## config.mk

```make
export PLATFORM = sky130hd
export DESIGN_NAME = operand_stage_flat
export DESIGN_NICKNAME = d
export VERILOG_FILES = /design/src/rtl/operand_stage_if.sv /design/src/rtl/operand_stage.sv /design/src/flat_wrapper.sv
export SDC_FILE = /design/constraint.sdc
export NUM_CORES = 1
export LEC_CHECK = 0
export BUFFER_PORTS_ARGS = -buffer_cell sky130_fd_sc_hd__buf_2
export CORE_ASPECT_RATIO = 1.2
export CORE_MARGIN = 10
export CORE_UTILIZATION = 56
export CTS_CLUSTER_SIZE = 30
export DETAILED_ROUTE_END_ITERATION = 7
export PLACE_DENSITY = 0.87
export SETUP_SLACK_MARGIN = 0.3
export SLEW_MARGIN = 10
export SYNTH_ARGS = -nofsm -noshare
export SYNTH_HDL_FRONTEND = slang
export SYNTH_SLANG_ARGS = --single-unit
```

## constraint.sdc

```tcl
create_clock -name clk -period 1.67 [get_ports clk]
set_input_delay 0.334 -clock clk [delete_from_list [all_inputs] [get_ports clk]]
set_output_delay 0.334 -clock clk [all_outputs]
set_load 0.01 [all_outputs]
```

## src/rtl/operand_stage_if.sv

```systemverilog
// ---------------------------------------------------------------------------
// operand_stage_if
//   Bundles the decode-side input handshake, the write-back port and the
//   registered output slot that feeds the 16-bit ALU.
//   master : the surrounding pipeline (decode, write-back, execute)
//   slave  : operand_stage
//   Signals
//     in_valid/in_ready   decode handshake
//     in_rs/in_rt/in_dst  register indices
//     in_wb_en            instruction writes in_dst
//     in_use_imm          B from immediate
//     in_imm_zext         1 zero-extend, 0 sign-extend imm8
//     in_imm/in_op/in_cin immediate, ALU opcode, carry-in
//     flush               kill slot contents
//     wb_en/wb_addr/wb_data  register write-back
//     out_valid/out_ready output slot handshake
//     out_a/out_b/out_op/out_cin/out_dst/out_wb_en  slot contents
// ---------------------------------------------------------------------------
interface operand_stage_if #(
   parameter int WIDTH = 16,
   parameter int AW    = 2
);
   logic             in_valid;
   logic             in_ready;
   logic [AW-1:0]    in_rs;
   logic [AW-1:0]    in_rt;
   logic [AW-1:0]    in_dst;
   logic             in_wb_en;
   logic             in_use_imm;
   logic             in_imm_zext;
   logic [7:0]       in_imm;
   logic [3:0]       in_op;
   logic             in_cin;
   logic             flush;
   logic             wb_en;
   logic [AW-1:0]    wb_addr;
   logic [WIDTH-1:0] wb_data;
   logic             out_valid;
   logic             out_ready;
   logic [WIDTH-1:0] out_a;
   logic [WIDTH-1:0] out_b;
   logic [3:0]       out_op;
   logic             out_cin;
   logic [AW-1:0]    out_dst;
   logic             out_wb_en;

   modport master (
      output in_valid, in_rs, in_rt, in_dst, in_wb_en, in_use_imm,
             in_imm_zext, in_imm, in_op, in_cin, flush,
             wb_en, wb_addr, wb_data, out_ready,
      input  in_ready, out_valid, out_a, out_b, out_op, out_cin,
             out_dst, out_wb_en
   );

   modport slave (
      input  in_valid, in_rs, in_rt, in_dst, in_wb_en, in_use_imm,
             in_imm_zext, in_imm, in_op, in_cin, flush,
             wb_en, wb_addr, wb_data, out_ready,
      output in_ready, out_valid, out_a, out_b, out_op, out_cin,
             out_dst, out_wb_en
   );
endinterface

```

## src/rtl/operand_stage.sv

```systemverilog
// ---------------------------------------------------------------------------
// operand_stage
//   Decode-to-execute operand stage in front of the 16-bit ALU. Holds the
//   architectural register file, reads rs/rt with same-cycle write-back
//   bypass, selects register or extended immediate for operand B, and
//   captures everything into a single valid/ready output slot.
//   Ports
//     clk    in  single clock, rising edge
//     reset  in  synchronous, active-high
//     bus    slave modport of operand_stage_if (handshake, write-back, slot)
// ---------------------------------------------------------------------------
module operand_stage #(
   parameter int WIDTH = 16,
   parameter int NREG  = 4,
   parameter int AW    = 2
) (
   input  logic            clk,
   input  logic            reset,
   operand_stage_if.slave  bus
);

   logic [WIDTH-1:0] r_regs [NREG];

   logic             r_out_valid;
   logic [WIDTH-1:0] r_out_a;
   logic [WIDTH-1:0] r_out_b;
   logic [3:0]       r_out_op;
   logic             r_out_cin;
   logic [AW-1:0]    r_out_dst;
   logic             r_out_wb_en;

   logic             w_in_ready;
   logic             w_load;
   logic [WIDTH-1:0] w_op_a;
   logic [WIDTH-1:0] w_reg_b;
   logic [WIDTH-1:0] w_imm_ext;
   logic [WIDTH-1:0] w_op_b;

   // Register file: one write port; write-back is independent of the slot
   // handshake, so it proceeds through stalls and flushes.
   generate
      for (genvar gi = 0; gi < NREG; gi++) begin : g_rf
         always_ff @(posedge clk) begin
            if (reset) begin
               r_regs[gi] <= '0;
            end else if (bus.wb_en && (bus.wb_addr == AW'(gi))) begin
               r_regs[gi] <= bus.wb_data;
            end
         end
      end
   endgenerate

   // Bypass: an instruction accepted in the write-back cycle must see the
   // value being written, since the array only updates at the edge.
   assign w_op_a  = (bus.wb_en && (bus.wb_addr == bus.in_rs)) ? bus.wb_data
                                                              : r_regs[bus.in_rs];
   assign w_reg_b = (bus.wb_en && (bus.wb_addr == bus.in_rt)) ? bus.wb_data
                                                              : r_regs[bus.in_rt];

   assign w_imm_ext = bus.in_imm_zext ? {{(WIDTH-8){1'b0}}, bus.in_imm}
                                      : {{(WIDTH-8){bus.in_imm[7]}}, bus.in_imm};
   assign w_op_b    = bus.in_use_imm ? w_imm_ext : w_reg_b;

   // in_ready deliberately ignores flush so it stays a simple function of
   // slot occupancy; flush only suppresses the load itself.
   assign w_in_ready = !r_out_valid || bus.out_ready;
   assign w_load     = bus.in_valid && w_in_ready && !bus.flush;

   always_ff @(posedge clk) begin
      if (reset) begin
         r_out_valid <= 1'b0;
         r_out_a     <= '0;
         r_out_b     <= '0;
         r_out_op    <= 4'h0;
         r_out_cin   <= 1'b0;
         r_out_dst   <= '0;
         r_out_wb_en <= 1'b0;
      end else if (w_load) begin
         r_out_valid <= 1'b1;
         r_out_a     <= w_op_a;
         r_out_b     <= w_op_b;
         r_out_op    <= bus.in_op;
         r_out_cin   <= bus.in_cin;
         r_out_dst   <= bus.in_dst;
         r_out_wb_en <= bus.in_wb_en;
      end else if (bus.flush || bus.out_ready) begin
         // Data fields are left stale; only the valid bit is cleared.
         r_out_valid <= 1'b0;
      end
   end

   assign bus.in_ready  = w_in_ready;
   assign bus.out_valid = r_out_valid;
   assign bus.out_a     = r_out_a;
   assign bus.out_b     = r_out_b;
   assign bus.out_op    = r_out_op;
   assign bus.out_cin   = r_out_cin;
   assign bus.out_dst   = r_out_dst;
   assign bus.out_wb_en = r_out_wb_en;

endmodule

```

## src/flat_wrapper.sv

```systemverilog
// flat-port wrapper written by rule: the top's interface ports become plain ports
module operand_stage_flat 
#(
   parameter int WIDTH = 16,
   parameter int NREG  = 4,
   parameter int AW    = 2
)
  (clk, reset, bus_in_valid, bus_in_rs, bus_in_rt, bus_in_dst, bus_in_wb_en, bus_in_use_imm, bus_in_imm_zext, bus_in_imm, bus_in_op, bus_in_cin, bus_flush, bus_wb_en, bus_wb_addr, bus_wb_data, bus_out_ready, bus_in_ready, bus_out_valid, bus_out_a, bus_out_b, bus_out_op, bus_out_cin, bus_out_dst, bus_out_wb_en);
  operand_stage_if #(.WIDTH(WIDTH), .AW(AW)) bus_i ();
  input  logic clk;
  input  logic reset;
  input wire logic [$bits(bus_i.in_valid)-1:0] bus_in_valid;
  input wire logic [$bits(bus_i.in_rs)-1:0] bus_in_rs;
  input wire logic [$bits(bus_i.in_rt)-1:0] bus_in_rt;
  input wire logic [$bits(bus_i.in_dst)-1:0] bus_in_dst;
  input wire logic [$bits(bus_i.in_wb_en)-1:0] bus_in_wb_en;
  input wire logic [$bits(bus_i.in_use_imm)-1:0] bus_in_use_imm;
  input wire logic [$bits(bus_i.in_imm_zext)-1:0] bus_in_imm_zext;
  input wire logic [$bits(bus_i.in_imm)-1:0] bus_in_imm;
  input wire logic [$bits(bus_i.in_op)-1:0] bus_in_op;
  input wire logic [$bits(bus_i.in_cin)-1:0] bus_in_cin;
  input wire logic [$bits(bus_i.flush)-1:0] bus_flush;
  input wire logic [$bits(bus_i.wb_en)-1:0] bus_wb_en;
  input wire logic [$bits(bus_i.wb_addr)-1:0] bus_wb_addr;
  input wire logic [$bits(bus_i.wb_data)-1:0] bus_wb_data;
  input wire logic [$bits(bus_i.out_ready)-1:0] bus_out_ready;
  output wire logic [$bits(bus_i.in_ready)-1:0] bus_in_ready;
  output wire logic [$bits(bus_i.out_valid)-1:0] bus_out_valid;
  output wire logic [$bits(bus_i.out_a)-1:0] bus_out_a;
  output wire logic [$bits(bus_i.out_b)-1:0] bus_out_b;
  output wire logic [$bits(bus_i.out_op)-1:0] bus_out_op;
  output wire logic [$bits(bus_i.out_cin)-1:0] bus_out_cin;
  output wire logic [$bits(bus_i.out_dst)-1:0] bus_out_dst;
  output wire logic [$bits(bus_i.out_wb_en)-1:0] bus_out_wb_en;
  assign bus_i.in_valid = bus_in_valid;
  assign bus_i.in_rs = bus_in_rs;
  assign bus_i.in_rt = bus_in_rt;
  assign bus_i.in_dst = bus_in_dst;
  assign bus_i.in_wb_en = bus_in_wb_en;
  assign bus_i.in_use_imm = bus_in_use_imm;
  assign bus_i.in_imm_zext = bus_in_imm_zext;
  assign bus_i.in_imm = bus_in_imm;
  assign bus_i.in_op = bus_in_op;
  assign bus_i.in_cin = bus_in_cin;
  assign bus_i.flush = bus_flush;
  assign bus_i.wb_en = bus_wb_en;
  assign bus_i.wb_addr = bus_wb_addr;
  assign bus_i.wb_data = bus_wb_data;
  assign bus_i.out_ready = bus_out_ready;
  assign bus_in_ready = bus_i.in_ready;
  assign bus_out_valid = bus_i.out_valid;
  assign bus_out_a = bus_i.out_a;
  assign bus_out_b = bus_i.out_b;
  assign bus_out_op = bus_i.out_op;
  assign bus_out_cin = bus_i.out_cin;
  assign bus_out_dst = bus_i.out_dst;
  assign bus_out_wb_en = bus_i.out_wb_en;
  operand_stage #(.WIDTH(WIDTH), .NREG(NREG), .AW(AW)) u_core (.clk(clk), .reset(reset), .bus(bus_i));
endmodule
```

Word-level counts from Yosys, hierarchy flattened
Memory sizes are Yosys's and may differ from the RTL's.
Index checks and enable logic that the tools add are counted.
W data, S select, Z words.
{ "totals": {"register_bits": 41, "ramBits": 64, "inputBits": 46, "out_inout_bits": 42, "mem_count": 1} }
{ "classes": {"n_eq_ne": 5, "n_mux": 24, "n_bitwise": 4, "reduce_logical": 14} }
{ "memory_table": {"columns": ["name", "depth", "width", "read_ports", "rd_ports_with_merged_regs", "wr", "line", "text"], "rows": [
  ["u_core.r_regs", 4, 16, 2, 0, 4, "operand_stage.sv:22", "logic [WIDTH-1:0] r_regs [NREG];"]
]} }
{ "ops": {"columns": ["operator", "n"], "rows": [
  ["$mux W16", 8],
  ["$mux W1", 16],
  ["$logic_and A1 B1 Y1", 8],
  ["$eq A2 B2 Y1", 2],
  ["$eq A2 B2 Y1 const B", 2],
  ["$or A1 B1 Y1", 4],
  ["$eq A2 B1 Y1 const B", 1],
  ["$logic_not A1 Y1", 2],
  ["$logic_not A2 Y1", 1],
  ["$logic_or A1 B1 Y1", 2],
  ["$reduce_bool A2 Y1", 1]
]} }

Depth between registers and ports, before layout
{ "depth": {"word_depth": 6, "ltp_mapped": 7} }

Worst setup path after synthesis
No wires, ideal clock.
{ "synth_path": {"path_kind": "input port to flip-flop", "start": "in bus_in_rt[0]", "end": "reg u_core.r_out_b[14] (netlist: u_core.bus.out_b[14])", "setup_ns": 0.116, "arrival_time_ns": 1.410, "required_ns": 1.554, "setup_slack_ns": 0.144, "path_stages": 5, "path_buffers": 2, "cell_sequence": "buf_6 buf_6 mux4_2 nand3b_1 o211a_1"} }
{ "synth_via": {"elab_chain_len": 4} }
{ "synth_lines": {"columns": ["item", "line", "text"], "rows": [
  ["from (decl)", "flat_wrapper.sv:14", "input wire logic [$bits(bus_i.in_rt)-1:0] bus_in_rt;"],
  ["parallel branches: the longest is 2 deep, another holds $mem_v2 Z4 W16", null, null],
  ["$mux W16 (*)", "operand_stage.sv:57", "assign w_reg_b = (bus.wb_en && (bus.wb_addr == bus.in_rt)) ? bus.wb_data"],
  ["$mux W16 (*)", "operand_stage.sv:62", "assign w_op_b = bus.in_use_imm ? w_imm_ext : w_reg_b;"],
  ["to (signal assigned)", "operand_stage.sv:81", "r_out_b <= w_op_b;"],
  ["to (decl)", "operand_stage.sv:26", "logic [WIDTH-1:0] r_out_b;"]
]} }
Mark *: on every way between the ends.
A chain may end at the register's enable or synchronous reset.

Final worst setup path
{ "layout_path": {"start": "reg u_core.r_out_valid (netlist: u_core.bus.out_valid)", "end": "out bus_in_ready"} }
{ "layout_via": {"elab_chain_len": 2} }
{ "layout_lines": {"columns": ["item", "line", "text"], "rows": [
  ["from (decl)", "operand_stage.sv:24", "logic r_out_valid;"],
  ["from (signal assigned)", "operand_stage.sv:71", "r_out_valid <= 1'b0;"],
  ["from (signal assigned)", "operand_stage.sv:79", "r_out_valid <= 1'b1;"],
  ["from (signal assigned)", "operand_stage.sv:88", "r_out_valid <= 1'b0;"],
  ["$logic_not A1 Y1", "operand_stage.sv:66", "assign w_in_ready = !r_out_valid || bus.out_ready;"],
  ["$logic_or A1 B1 Y1", "operand_stage.sv:66", null],
  ["to (decl)", "flat_wrapper.sv:27", "output wire logic [$bits(bus_i.in_ready)-1:0] bus_in_ready;"]
]} }
No other way between the ends.

==> impl_metrics.tcl <==
set metrics [dict create \
    clkLatencyLatePin_ns 0.37 \
    setup_viol 0 \
    power_frac_comb_pct 16.8 \
    peakVddDrop_mv 0.445 \
    drc 0 \
    r2r-end "u_core.bus.out_b[15]" \
    critPathLaunchType "flop" \
    rows 38 \
    ys_warn_count 0 \
    power_frac_seq_pct 56.2 \
    drt-initial-drc-count 346 \
    final.fill_count 629 \
    drive_gt1_share_pct 34.2 \
    r2r-start "u_core.bus.out_valid" \
    switchingPower_mw 1.35 \
    finalMaxSlewViolations 0 \
    power_frac_clock_pct 27.0 \
    cts.sinks 105 \
    dr.pass1.iters 4 \
    cts_buffer_depth 2 \
    p_int_mw 4.04 \
    root_buffer "clkbuf_8" \
    reg2reg_depth 5 \
    areaGrowthSynthToFinish_pct 17.8 \
    reg2reg_slack_ns 0.28 \
    fin_skew_ns 0.00718 \
    finalHoldViolCount 0 \
    cts_tree "yes" \
    p_leak_nw 2.41 \
    io_buffers 87 \
    final_nets 548 \
    status "completed" \
    start_util_pct 57.3 \
    maxCapViolCount 0 \
    p_per_area_mw_per_mm2 878 \
    io_pins 88 \
    min_to "u_core.bus.out_valid" \
    clk_pin_slew_ns 0.09 \
    yosys_most_used_dff "edfxtp_1" \
    holdBufCountCts 0 \
    gp_congestion 0.871 \
    placed_area_mm2 0.00582 \
    worstMarginPinSlew_ns 0.503 \
    min_from "bus_flush" \
    hold_depth 2 \
    dieArea_mm2 0.0136 \
    grt_use_total_pct 18.4 \
    grt_pass1_vias 3846 \
    p_sw_share_pct 25.1 \
    fin_crit_sh_pct 84.6 \
    postRouteAntennaNets 0 \
    synthArstFlopShare_pct 0 \
    wire_per_inst_um 20.5 \
    vias 3744 \
    crit_type "flop to output pin" \
    synth.distinct_cells 31 \
    core-area_mm2 0.00908 \
    synth_top_area_cell "edfxtp_1" \
    finish.instance_area_mm2 0.00613 \
    seq_area_frac_synth_pct 52.7 \
    total_power_mw 5.39 \
    post-dp-hpwl_um 9330 \
    synthesis.nets 454 \
    die_w_um 108 \
    hp-class "input pin to flop" \
    rsz0062_at_grt "true" \
    synthTopCellsByArea "edfxtp_1 (37%), dfxtp_1 (16%), mux4_2 (12%), and2_1 (7.7%), mux2i_1 (3.1%)" \
    crit_path_end_kind "output pin" \
    die_height_um 126 \
    vias_per_cell 5.98 \
    yosys_register_bits 105 \
    synth_area_per_cell_um2 12.8 \
    synth-edff-count 64 \
    required_ns 1.34 \
    min_period_ns 1.41 \
    slew_headroom_pct 66.5 \
    syn_inst 408 \
    routed_wl_um 12800 \
    grt_pass1_wl_um 19700 \
    cts-buffers-inserted 9 \
    synth_commonest_cells "and2_1 (64), edfxtp_1 (64), dfxtp_1 (41)" \
    tns_ns 0 \
    antenna_found_initial 0 \
    num_antenna_cells 0 \
    netlist_area_mm2 0.00520 \
    max_freq_mhz 708 \
    critPathArrivalTime_ns 1.08 \
    synth_top_area_share_pct 36.9 \
    crit_fanout 3 \
    overflow 0 \
    grt_max_degree 34 \
    htreeDepth 3 \
]
area by class of cell:
cell class                      count  area [um^2]  share of cell area, %
Multi-Input combinational cell    268         2300                   37.5
Tap cell                          120          150                   2.45
Clock buffer                        9          124                   2.02
Sequential cell                   105         2740                   44.7
Inverter                            4         15.0                  0.245
Timing Repair Buffer              114          753                   12.3
Clock inverter                      6         50.0                  0.816
sequential cells by signal (all words and copies together) (netlist names):
signal and count:
u_core.r_regs 64, u_core.bus.out_valid 1, u_core.bus.out_cin 1, u_core.bus.out_op 4, u_core.bus.out_a 16, u_core.bus.out_dst 2
u_core.bus.out_wb_en 1, u_core.bus.out_b 16
critical path: stages (launching register included):
cell and delay, ns:
dfxtp_2 0.33, nor2b_4 0.17, inv_2 0.08, buf_6 0.12
power groups by stage:
stage,Combinational (mW),Clock (mW),Sequential [mW]
6_report,0.903,1.45,3.03
5_1_grt,0.972,1.55,3.05
4_1_cts,0.863,1.46,3.02
3_5_place_dp,0.856,0,3.08
3_3_place_gp,0.823,0,3.06
2_1_floorplan,0.541,0,3.08
stage by stage:
step / worst slack (ns) / util, % / cells / hold WS [ns]
after global routing: 0.207 / 67.5 / 626 / 0.145
after detailed placement: -0.0394 / 64.1 / 604 / 0.445
final: 0.257 / 67.5 / 626 / 0.148
after global placement: 0.0293 / 64.1 / 604 / 0.438
after floorplan: 0.184 / - / 408 / 0.411
after CTS: 0.260 / 66.2 / 619 / 0.133
per-layer routing:
| layer | wire (um) | vias up | GRT usage (%) | part of all wire, % |
|---|---|---|---|---|
| met5 | 0 | - | 0 | 0 |
| met3 | 1050 | 41 | 4.03 | 8.2 |
| met1 | 4810 | 1821 | 21.0 | 38 |
| met2 | 6560 | 181 | 30.8 | 51 |
| li1 | - | 1701 | - | - |
| met4 | 394 | 0 | 10.3 | 3.1 |
worst max-delay path by stage:
stage / slack, ns / endpoint / start / cells past startpoint
finish: 0.26 / bus_in_ready / u_core.bus.out_valid / 3
global route: 0.21 / bus_in_ready / u_core.bus.out_valid / 3
detailed placement: -0.04 / u_core.bus.out_a[15] / bus_in_rs[0] / 5
CTS: 0.26 / u_core.bus.out_b[10] / u_core.bus.out_valid / 5
floorplan: 0.18 / u_core.bus.out_b[10] / bus_flush / 5
global placement: 0.03 / u_core.bus.out_a[11] / bus_in_rs[0] / 5
logic make-up (layout without fill, tap and decap cells):
family,count (synthesis),in the layout,synth area share (%)
AND/OR/NAND/NOR,154,154,15.9
flip-flops,105,105,52.7
AO/OA/AOI/OAI,62,62,9.38
multiplexers,48,48,17.3
buffers and inverters,35,133,4.11
XOR/XNOR,4,4,0.673
layout by cell type (no fill, tap or decap), drive strengths merged, types with 5 or more instances in the layout:
| cell type | n |
|---|---|
| nor2 | 19 |
| mux2i | 16 |
| a21oi | 16 |
| buf | 112 |
| nor3 | 13 |
| a311oi | 9 |
| nand2 | 34 |
| dfxtp | 41 |
| o211a | 8 |
| mux4 | 32 |
| edfxtp | 64 |
| and2 | 64 |
| o21a | 8 |
| nor2b | 10 |
| nand3b | 8 |
| a211oi | 16 |
| clkbuf | 11 |
| clkinv | 5 |
repair_timing:
action                                  4_1_cts  5_1_grt
buffers inserted                              0        5
cloned                                        0        2
endpoints found under the setup margin       14       20
gates resized for setup                       5       11
pin swaps                                     0        7
(Power assumes the default switching activity.)
